$ cat src/rtl/vga_display_controller_pkg.sv
// vga_display_controller_pkg: command codes and controller state encodings shared with the command decoder
package vga_display_controller_pkg;
  typedef enum logic [2:0] {
    VGA_NOP          = 3'd0,
    VGA_PREPARE      = 3'd1,
    VGA_STOP         = 3'd2,
    VGA_TEST_PATTERN = 3'd3
  } vga_cmd_e;
  typedef enum logic [2:0] {
    ST_IDLE       = 3'd0,
    ST_START_FIFO = 3'd1,
    ST_PRIME      = 3'd2,
    ST_DISPLAY    = 3'd3,
    ST_STOPPING   = 3'd4,
    ST_TEST       = 3'd5
  } vga_state_e;
endpackage

$ cat src/rtl/vga_timing.sv
// vga_timing: free-running raster counters with pre-register active, sync and frame-boundary flags
module vga_timing #(
  parameter int   H_ACTIVE  = 640,
  parameter int   H_FRONT   = 16,
  parameter int   H_SYNC    = 96,
  parameter int   H_BACK    = 48,
  parameter int   V_ACTIVE  = 480,
  parameter int   V_FRONT   = 10,
  parameter int   V_SYNC    = 2,
  parameter int   V_BACK    = 33,
  parameter logic HSYNC_POL = 1'b0,
  parameter logic VSYNC_POL = 1'b0,
  localparam int  H_TOTAL   = H_ACTIVE + H_FRONT + H_SYNC + H_BACK,
  localparam int  V_TOTAL   = V_ACTIVE + V_FRONT + V_SYNC + V_BACK,
  localparam int  HW        = $clog2(H_TOTAL),
  localparam int  VW        = $clog2(V_TOTAL)
) (
  input  logic          clk,
  input  logic          rst_n,
  output logic [HW-1:0] h,
  output logic [VW-1:0] v,
  output logic          active,
  output logic          hsync,
  output logic          vsync,
  output logic          frame
);
  logic [HW-1:0] h_q, h_d;
  logic [VW-1:0] v_q, v_d;
  logic          h_last;
  assign h_last = int'(h_q) == H_TOTAL - 1;
  // advance the raster position, wrapping at end of line and end of frame
  always_comb begin
    h_d = h_last ? '0 : h_q + 1'b1;
    v_d = !h_last ? v_q : (int'(v_q) == V_TOTAL - 1) ? '0 : v_q + 1'b1;
  end
  // position registers run in every controller state so the monitor stays locked
  always_ff @(posedge clk or negedge rst_n) begin
    if (!rst_n) begin
      h_q <= '0;
      v_q <= '0;
    end else begin
      h_q <= h_d;
      v_q <= v_d;
    end
  end
  assign h      = h_q;
  assign v      = v_q;
  assign active = int'(h_q) < H_ACTIVE && int'(v_q) < V_ACTIVE;
  assign hsync  = (int'(h_q) >= H_ACTIVE + H_FRONT && int'(h_q) < H_ACTIVE + H_FRONT + H_SYNC) ? HSYNC_POL : !HSYNC_POL;
  assign vsync  = (int'(v_q) >= V_ACTIVE + V_FRONT && int'(v_q) < V_ACTIVE + V_FRONT + V_SYNC) ? VSYNC_POL : !VSYNC_POL;
  assign frame  = h_q == '0 && v_q == '0;
endmodule

$ cat src/rtl/vga_display_controller.sv
// vga_display_controller: command-driven VGA streamer from a show-ahead FIFO; VGA_TEST_PATTERN_EN adds a colour-bar TEST state
module vga_display_controller
  import vga_display_controller_pkg::*;
#(
  parameter int   H_ACTIVE    = 640,
  parameter int   H_FRONT     = 16,
  parameter int   H_SYNC      = 96,
  parameter int   H_BACK      = 48,
  parameter int   V_ACTIVE    = 480,
  parameter int   V_FRONT     = 10,
  parameter int   V_SYNC      = 2,
  parameter int   V_BACK      = 33,
  parameter int   COLOR_WIDTH = 12,
  parameter logic HSYNC_POL   = 1'b0,
  parameter logic VSYNC_POL   = 1'b0,
  parameter logic [COLOR_WIDTH-1:0] UNDERFLOW_COLOR = '1,
  localparam int  H_TOTAL     = H_ACTIVE + H_FRONT + H_SYNC + H_BACK,
  localparam int  V_TOTAL     = V_ACTIVE + V_FRONT + V_SYNC + V_BACK,
  localparam int  HW          = $clog2(H_TOTAL),
  localparam int  VW          = $clog2(V_TOTAL)
) (
  input  logic                   vga_clock,
  input  logic                   reset_n,
  input  logic [2:0]             command,
  output logic                   clear_command,
  output logic                   enable_vga_fifo,
  input  logic [COLOR_WIDTH-1:0] vga_data,
  input  logic                   fifo_empty,
  output logic                   fifo_read,
  output logic                   hsync,
  output logic                   vsync,
  output logic [COLOR_WIDTH-1:0] rgb,
  output logic                   frame_start,
  output logic                   underflow
);
  logic [HW-1:0]          h;
  logic [VW-1:0]          v;
  logic                   active, hs, vs, frame, eof, prime_go;
  vga_state_e             state_q, state_d;
  logic                   clear_q, clear_d, en_q, en_d, uf_q, uf_d;
  logic [COLOR_WIDTH-1:0] rgb_q, rgb_d;
  logic                   hs_q, vs_q, fs_q;
  vga_timing #(
    .H_ACTIVE(H_ACTIVE), .H_FRONT(H_FRONT), .H_SYNC(H_SYNC), .H_BACK(H_BACK),
    .V_ACTIVE(V_ACTIVE), .V_FRONT(V_FRONT), .V_SYNC(V_SYNC), .V_BACK(V_BACK),
    .HSYNC_POL(HSYNC_POL), .VSYNC_POL(VSYNC_POL)
  ) u_timing (
    .clk(vga_clock), .rst_n(reset_n), .h(h), .v(v),
    .active(active), .hsync(hs), .vsync(vs), .frame(frame)
  );
  assign eof = int'(h) == H_TOTAL - 1 && int'(v) == V_TOTAL - 1;
  // leaving PRIME pops on the boundary pixel itself so the first word lands on pixel 0
  assign prime_go  = state_q == ST_PRIME && command != VGA_STOP && frame && !fifo_empty;
  assign fifo_read = active && (state_q == ST_DISPLAY || state_q == ST_STOPPING || prime_go);
`ifdef VGA_TEST_PATTERN_EN
  localparam int CW = COLOR_WIDTH / 3;
  logic [2:0] bar;
  assign bar = 3'(int'(h) / (H_ACTIVE / 8));
`endif
  // command handling and state sequencing; clear_command and the fifo enable move with the transition
  always_comb begin
    state_d = state_q;
    clear_d = 1'b0;
    en_d    = en_q;
    uf_d    = uf_q | (fifo_read & fifo_empty);
    case (state_q)
      ST_IDLE:
        if (command == VGA_PREPARE) begin
          state_d = ST_START_FIFO;
          clear_d = 1'b1;
          en_d    = 1'b1;
          uf_d    = 1'b0;
        end
`ifdef VGA_TEST_PATTERN_EN
        else if (command == VGA_TEST_PATTERN) begin
          state_d = ST_TEST;
          clear_d = 1'b1;
        end
`endif
      ST_START_FIFO: state_d = ST_PRIME;
      ST_PRIME:
        if (command == VGA_STOP) begin
          state_d = ST_IDLE;
          clear_d = 1'b1;
          en_d    = 1'b0;
        end else if (prime_go) state_d = ST_DISPLAY;
      ST_DISPLAY:
        if (command == VGA_STOP) begin
          state_d = ST_STOPPING;
          clear_d = 1'b1;
          en_d    = 1'b0;
        end
      ST_STOPPING:
        if (eof) begin
          state_d = ST_IDLE;
          en_d    = 1'b0;
        end
`ifdef VGA_TEST_PATTERN_EN
      ST_TEST:
        if (command == VGA_STOP && eof) begin
          state_d = ST_IDLE;
          clear_d = 1'b1;
        end
`endif
      default: state_d = ST_IDLE;
    endcase
  end
  // pixel source: FIFO head (or the underflow colour) while popping, colour bars in TEST, black otherwise
  always_comb begin
    rgb_d = fifo_read ? (fifo_empty ? UNDERFLOW_COLOR : vga_data) : '0;
`ifdef VGA_TEST_PATTERN_EN
    if (state_q == ST_TEST && active) rgb_d = {{CW{bar[2]}}, {CW{bar[1]}}, {CW{bar[0]}}};
`endif
  end
  // one uniform register stage for state, pixel, syncs and frame pulse
  always_ff @(posedge vga_clock or negedge reset_n) begin
    if (!reset_n) begin
      state_q <= ST_IDLE;
      clear_q <= 1'b0;
      en_q    <= 1'b0;
      uf_q    <= 1'b0;
      rgb_q   <= '0;
      hs_q    <= !HSYNC_POL;
      vs_q    <= !VSYNC_POL;
      fs_q    <= 1'b0;
    end else begin
      state_q <= state_d;
      clear_q <= clear_d;
      en_q    <= en_d;
      uf_q    <= uf_d;
      rgb_q   <= rgb_d;
      hs_q    <= hs;
      vs_q    <= vs;
      fs_q    <= frame;
    end
  end
  assign clear_command   = clear_q;
  assign enable_vga_fifo = en_q;
  assign underflow       = uf_q;
  assign rgb             = rgb_q;
  assign hsync           = hs_q;
  assign vsync           = vs_q;
  assign frame_start     = fs_q;
endmodule

$ cat config.mk
export PLATFORM = sky130hd
export DESIGN_NAME = vga_display_controller
export DESIGN_NICKNAME = d
export VERILOG_FILES = /design/src/rtl/vga_display_controller_pkg.sv /design/src/rtl/vga_timing.sv /design/src/rtl/vga_display_controller.sv
export SDC_FILE = /design/constraint.sdc
export NUM_CORES = 1
export LEC_CHECK = 0
export BUFFER_PORTS_ARGS = -buffer_cell sky130_fd_sc_hd__buf_2
export CAP_MARGIN = 20
export CORE_MARGIN = 4
export CORE_UTILIZATION = 40
export DETAILED_ROUTE_END_ITERATION = 12
export SLEW_MARGIN = 5
export SYNTH_ARGS = -nofsm -noshare
export SYNTH_HDL_FRONTEND = slang
export SYNTH_SLANG_ARGS = --single-unit
$ cat constraint.sdc
create_clock -name vga_clock -period 2 [get_ports vga_clock]
set_input_delay 0.1 -clock vga_clock [delete_from_list [all_inputs] [get_ports vga_clock]]
set_output_delay 0.1 -clock vga_clock [all_outputs]
set_load 0.02 [all_outputs]
# After elaboration in Yosys (flattened, before gate mapping)
# Cells that the tools add are included.
# word_totals
reg_bits	41
out_inout_bits	19
# op_classes
addsub	2
order_cmp	6
eq_ne	14
muxes	21
n_bitwise	2
reduce_logical	19
# op_table
operator	n
2-to-1 mux 12 bit	2
adder 10 x 1 -> 10 bit (second input constant)	2
logical NOT 10 bit	2
< comparator 10 bit (second input constant)	2
< comparator 10 x 9 -> 1 bit (second input constant)	2
2-to-1 mux 10 bit	2
2-to-1 mux 3 bit	5
one-hot mux 3 bit (5 select lines)	1
== test 10 bit (second input constant)	1
== test 10 x 9 -> 1 bit (second input constant)	1
>= comparator 10 bit (second input constant)	1
>= comparator 10 x 9 -> 1 bit (second input constant)	1
== test 3 x 2 -> 1 bit (second input constant)	3
logical AND 1 bit	9
2-to-1 mux 1 bit	9
AND reduction 4 bit	2
== test 3 x 1 -> 1 bit (second input constant)	2
!= test 3 x 2 -> 1 bit (second input constant)	2
!= test 2 x 1 -> 1 bit (second input constant)	2
!= test 2 bit (second input constant)	2
== test 3 bit (second input constant)	1
logical NOT 3 bit	1
one-hot mux 1 bit (3 select lines)	1
nonzero test 3 bit	1
6 further kinds	7

# Depth between registers and ports, before layout
# depth
ltp_word	10
depth_mapped	7

# Hierarchy
# From an unflattened synthesis, not the netlist that was laid out.
# hier_totals
hier_cells	189
hier_area_um2	1945.6
# modules_own_cells
module	n_inst	cells_per_inst	area_per_inst_um2
vga_timing	1	103	1053.5
vga_display_controller	1	86	892.1

# Worst setup path after synthesis
# Ideal clock, no wire load.
# synth_timing
path_type	register to output
from	reg u_timing.h_q[0], in the netlist u_timing.h[0]
to	out fifo_read
t_arrival_ns	2.106
required_time_ns	1.900
slack_ns	-0.206
stages_incl_launch_ff	6
path_cell_list	dfrtp_1 -> inv_1 -> ha_1 -> or4b_4 -> or4_4 -> a21boi_0
# synth_between
elab_chain_cells	6
word_cells_on_any_way	8
cone_classes	1 x order compare; 7 x reduce/logical
# synth_rtl
item	line_no	source
start, declared	vga_timing.sv:27	logic [HW-1:0] h_q, h_d;
start signal, assigned	vga_timing.sv:39	h_q <= '0;
start signal, assigned	vga_timing.sv:42	h_q <= h_d;
parallel branches: the longest is 5 deep, another holds < comparator 10 bit	-	
logical AND 1 bit (*)	vga_display_controller.sv:54	assign fifo_read = active && (state_q == ST_DISPLAY || state_q == ST_STOPPING || prime_go);
end, declared	vga_display_controller.sv:29	output logic fifo_read,
# Mark *: on every way between the ends.

# Worst setup path after layout
# layout_timing
from	reg state_q[2]
to	out fifo_read
# layout_between
elab_chain_cells	6
word_cells_on_any_way	9
cone_classes	3 x eq/ne; 6 x reduce/logical
# layout_rtl
item	line_no	source
start, declared	vga_display_controller.sv:39	vga_state_e state_q, state_d;
start signal, assigned	vga_display_controller.sv:127	state_q <= state_d;
== test 3 x 2 -> 1 bit	vga_display_controller.sv:53	assign prime_go = state_q == ST_PRIME && command != VGA_STOP && frame && !fifo_empty;
logical AND 1 bit (3 in series)	vga_display_controller.sv:53	
logical OR 1 bit (*)	vga_display_controller.sv:54	
logical AND 1 bit (*)	vga_display_controller.sv:54	
# Mark *: on every way between the ends. The rest lies on a longest branch, timed or not.

==> flow_summary.json <==
{
  "tightest_slew_ns": 0.473,
  "dp_hpwl_um": 3210,
  "synth_area_um2": 1980,
  "grt_pass1_vias": 1555,
  "syn_nets": 213,
  "hold_violations": 0,
  "fp-row-count": 25,
  "grt_use_total_pct": 14.9,
  "slowest_delay_ns": 0.53,
  "path_buf_inv": 1,
  "io_pins": 37,
  "maxCapViolations": 0,
  "crit_path_end_kind": "primary output",
  "routabilityCongestion": 0.822,
  "placed_area_um2": 2400,
  "ys_seq_area_share_pct": 52.1,
  "grt_max_degree": 16,
  "drt_iter0_drc": 88,
  "slew_viol_final": 0,
  "rsz0062_at_grt": "yes",
  "nets": 277,
  "design.core.area_um2": 4750,
  "synth_flop_cell": "dfrtp_1",
  "post-route-util_pct": 54.8,
  "violations": "negative setup slack",
  "synth_top_area_share_pct": 49.4,
  "multiInputGateArea_um2": 923,
  "status": "finished with violations",
  "cts-buffers-inserted": 5,
  "total_power_mw": 2.52,
  "layout_min_cycle_time_ns": 2.21,
  "area_growth_pct": 31.9,
  "initial_core_util_pct": 41.6,
  "drcViolationCount": 0,
  "worst_slack_ns": -0.214,
  "avgSynthCellArea_um2": 10.3,
  "num_vias": 1604,
  "relSlewSlack_pct": 68.4,
  "cts.sinks": 41,
  "clk_pin_slew_ns": 0.08,
  "grt_remaining_overflow": 0,
  "path_max_fanout": 3,
  "fill_cells": 435,
  "grt_pass1_wl_um": 7270,
  "clk_latency_ns": 0.29,
  "drive_above_1_share_pct": 38.7,
  "finalCritPeriodShare_pct": 111,
  "crit_path_top_delay_cell": "or4_4",
  "wl_per_cell_um": 13.4,
  "p_leak_nw": 1.26,
  "synth_most_common_cell": "dfrtp_1",
  "worstPathRequired_ns": 1.90,
  "port_buffers": 36,
  "max_freq_mhz": 452,
  "critical_path.top_delay_family": "simple AND/OR/NAND/NOR gates",
  "vias_per_cell": 4.97,
  "h-tree-depth": 2,
  "antenna_found_initial": 0,
  "drtPass1Iterations": 4,
  "crit_type": "flip-flop to primary output",
  "seqCellArea_um2": 1030,
  "cts_tree": "built",
  "clock_skew_ns": 0.00542,
  "power_density_nw_per_um2": 968,
  "dieWidth_um": 78.3,
  "root_buffer": "clkbuf_8",
  "yosys.area.top_type": "dfrtp_1",
  "antennaDiodeCount": 0,
  "synthArstFlopShare_pct": 100,
  "crit_chain": "nand2b_4 -> or4_4 -> or4_4 -> a21boi_2 -> buf_4",
  "yosysWarnings": 0,
  "critPathArrivalTime_ns": 2.11,
  "finalInstanceArea_um2": 2610,
  "hp-class": "input pin to flip-flop",
  "peakVddDrop_uv": 389,
  "netlist_instances": 191,
  "yosys_register_bits": 41,
  "cpMostUsedCell": "or4_4",
  "synth_commonest_cells": "39 x dfrtp_1, 19 x o21ai_0, 16 x nor2_1",
  "synth_edf_count": 0,
  "finalWirelength_um": 4330,
  "ys_top_cells_by_area": "dfrtp_1 49%, o21ai_0 4.8%, a21oi_2 4.4%, xnor2_1 3.1%, xor2_1 3.1%",
  "ant_nets": 0,
  "synth.distinct_cells": 41,
  "setup_tns_ns": -0.214,
  "clk_path_buf_depth": 2,
  "chipHeight_um": 78.3,
  "die_area_um2": 6130,
  "dp_slack_ns": -0.118,
  "critPathLaunchType": "flip-flop",
  "setup_viol": 1
}
==> power by group <==
group          leakage, nW  total [mW]  switching, mW  internal [mW]
clock               0.0681       0.791          0.295          0.496
sequential           0.533        1.01         0.0454          0.966
combinational        0.657       0.719          0.429          0.290
==> layout by cell type (no fill, tap or decap), types with 2 or more instances in the layout <==
| cell type | netlist | final |
|---|---|---|
| a21oi_2 | 10 | 10 |
| inv_1 | 7 | 5 |
| o21a_1 | 2 | 2 |
| bufinv_16 | 0 | 2 |
| or4_4 | 1 | 3 |
| o21ai_0 | 19 | 19 |
| nand2_1 | 9 | 9 |
| nor3_1 | 7 | 7 |
| nand4_1 | 4 | 4 |
| nand3_1 | 12 | 12 |
| and3_1 | 6 | 6 |
| dfstp_2 | 2 | 2 |
| a21oi_1 | 3 | 3 |
| and4_1 | 3 | 3 |
| dfrtp_1 | 39 | 39 |
| nor2_1 | 16 | 16 |
| ha_1 | 4 | 3 |
| xnor2_1 | 7 | 7 |
| xor2_1 | 7 | 7 |
| o31ai_1 | 2 | 2 |
| clkbuf_8 | 0 | 5 |
| inv_2 | 0 | 2 |
| buf_4 | 0 | 30 |
| buf_2 | 0 | 35 |
==> sequential cells by signal, summed over array words and instances, names as in the netlist <==
name / flops
clear_command: 1
enable_vga_fifo: 1
frame_start: 1
hsync: 1
rgb: 12
state_q: 3
u_timing.h: 10
u_timing.v: 10
underflow: 1
vsync: 1
==> kinds of logic (layout without fill, tap and decap cells) <==
logic type,count (synthesis),in the layout,synth area share (%)
simple gates,74,74,21.4
fa+ha+maj,4,4,2.53
xor+xnor,14,14,6.21
flops,41,41,52.1
buf+inv,16,81,3.86
compound gates,42,42,13.9
==> layout make-up <==
cell class / count / share of cell area [%]
Sequential cell: 41 / 39.5
Multi-Input combinational cell: 134 / 35.4
Timing Repair Buffer: 66 / 15.7
Tap cell: 67 / 3.22
Clock buffer: 5 / 2.64
Clock inverter: 3 / 2.50
Inverter: 7 / 1.01
==> what timing repair did <==
action	in CTS	in global routing
buffers inserted	1	1
endpoints found under the hold margin	12	0
cloned	0	0
hold buffers	1	0
pin swaps	2	3
resized for setup	4	7
endpoints found under the setup margin	14	14
==> worst reg2reg max path, cell delays in order, from the launching register on <==
cell and delay, ns:
dfrtp_1 0.38, nand2b_4 0.15, or4_4 0.47, or4_4 0.53, buf_4 0.22, a21oi_1 0.16
==> metrics by stage <==
| step | hold WS, ns | cells |
|---|---|---|
| floorplan | -0.196 | 191 |
| global placement | 0.00167 | 312 |
| detailed placement | 0.00682 | 312 |
| CTS | 0.0296 | 322 |
| global route | 0.0556 | 323 |
| finish | 0.0495 | 323 |
==> final timing paths <==
| path | end | depth (start not counted) | start | slack [ns] |
|---|---|---|---|---|
| setup / recovery | fifo_read | 5 | state_q[2] | -0.21 |
| hold / removal | clear_command | 2 | command[2] | 0.05 |
| setup reg to reg | rgb[0] | 5 | state_q[2] | 0.03 |
| hold reg to reg | underflow | 1 | underflow | 0.49 |
| max in group asynchronous | hsync | 3 | reset_n | 1.19 |
| min in group asynchronous | clear_command | 2 | reset_n | 0.22 |
==> layer usage <==
metal	vias up	share of wire, %	global-route usage, %
li1	809	-	-
met1	752	48	19.2
met2	38	45	24.0
met3	5	5.9	4.70
met4	0	1.3	4.55
met5	-	0	0
No activity file was read; power rests on OpenSTA's default activity.
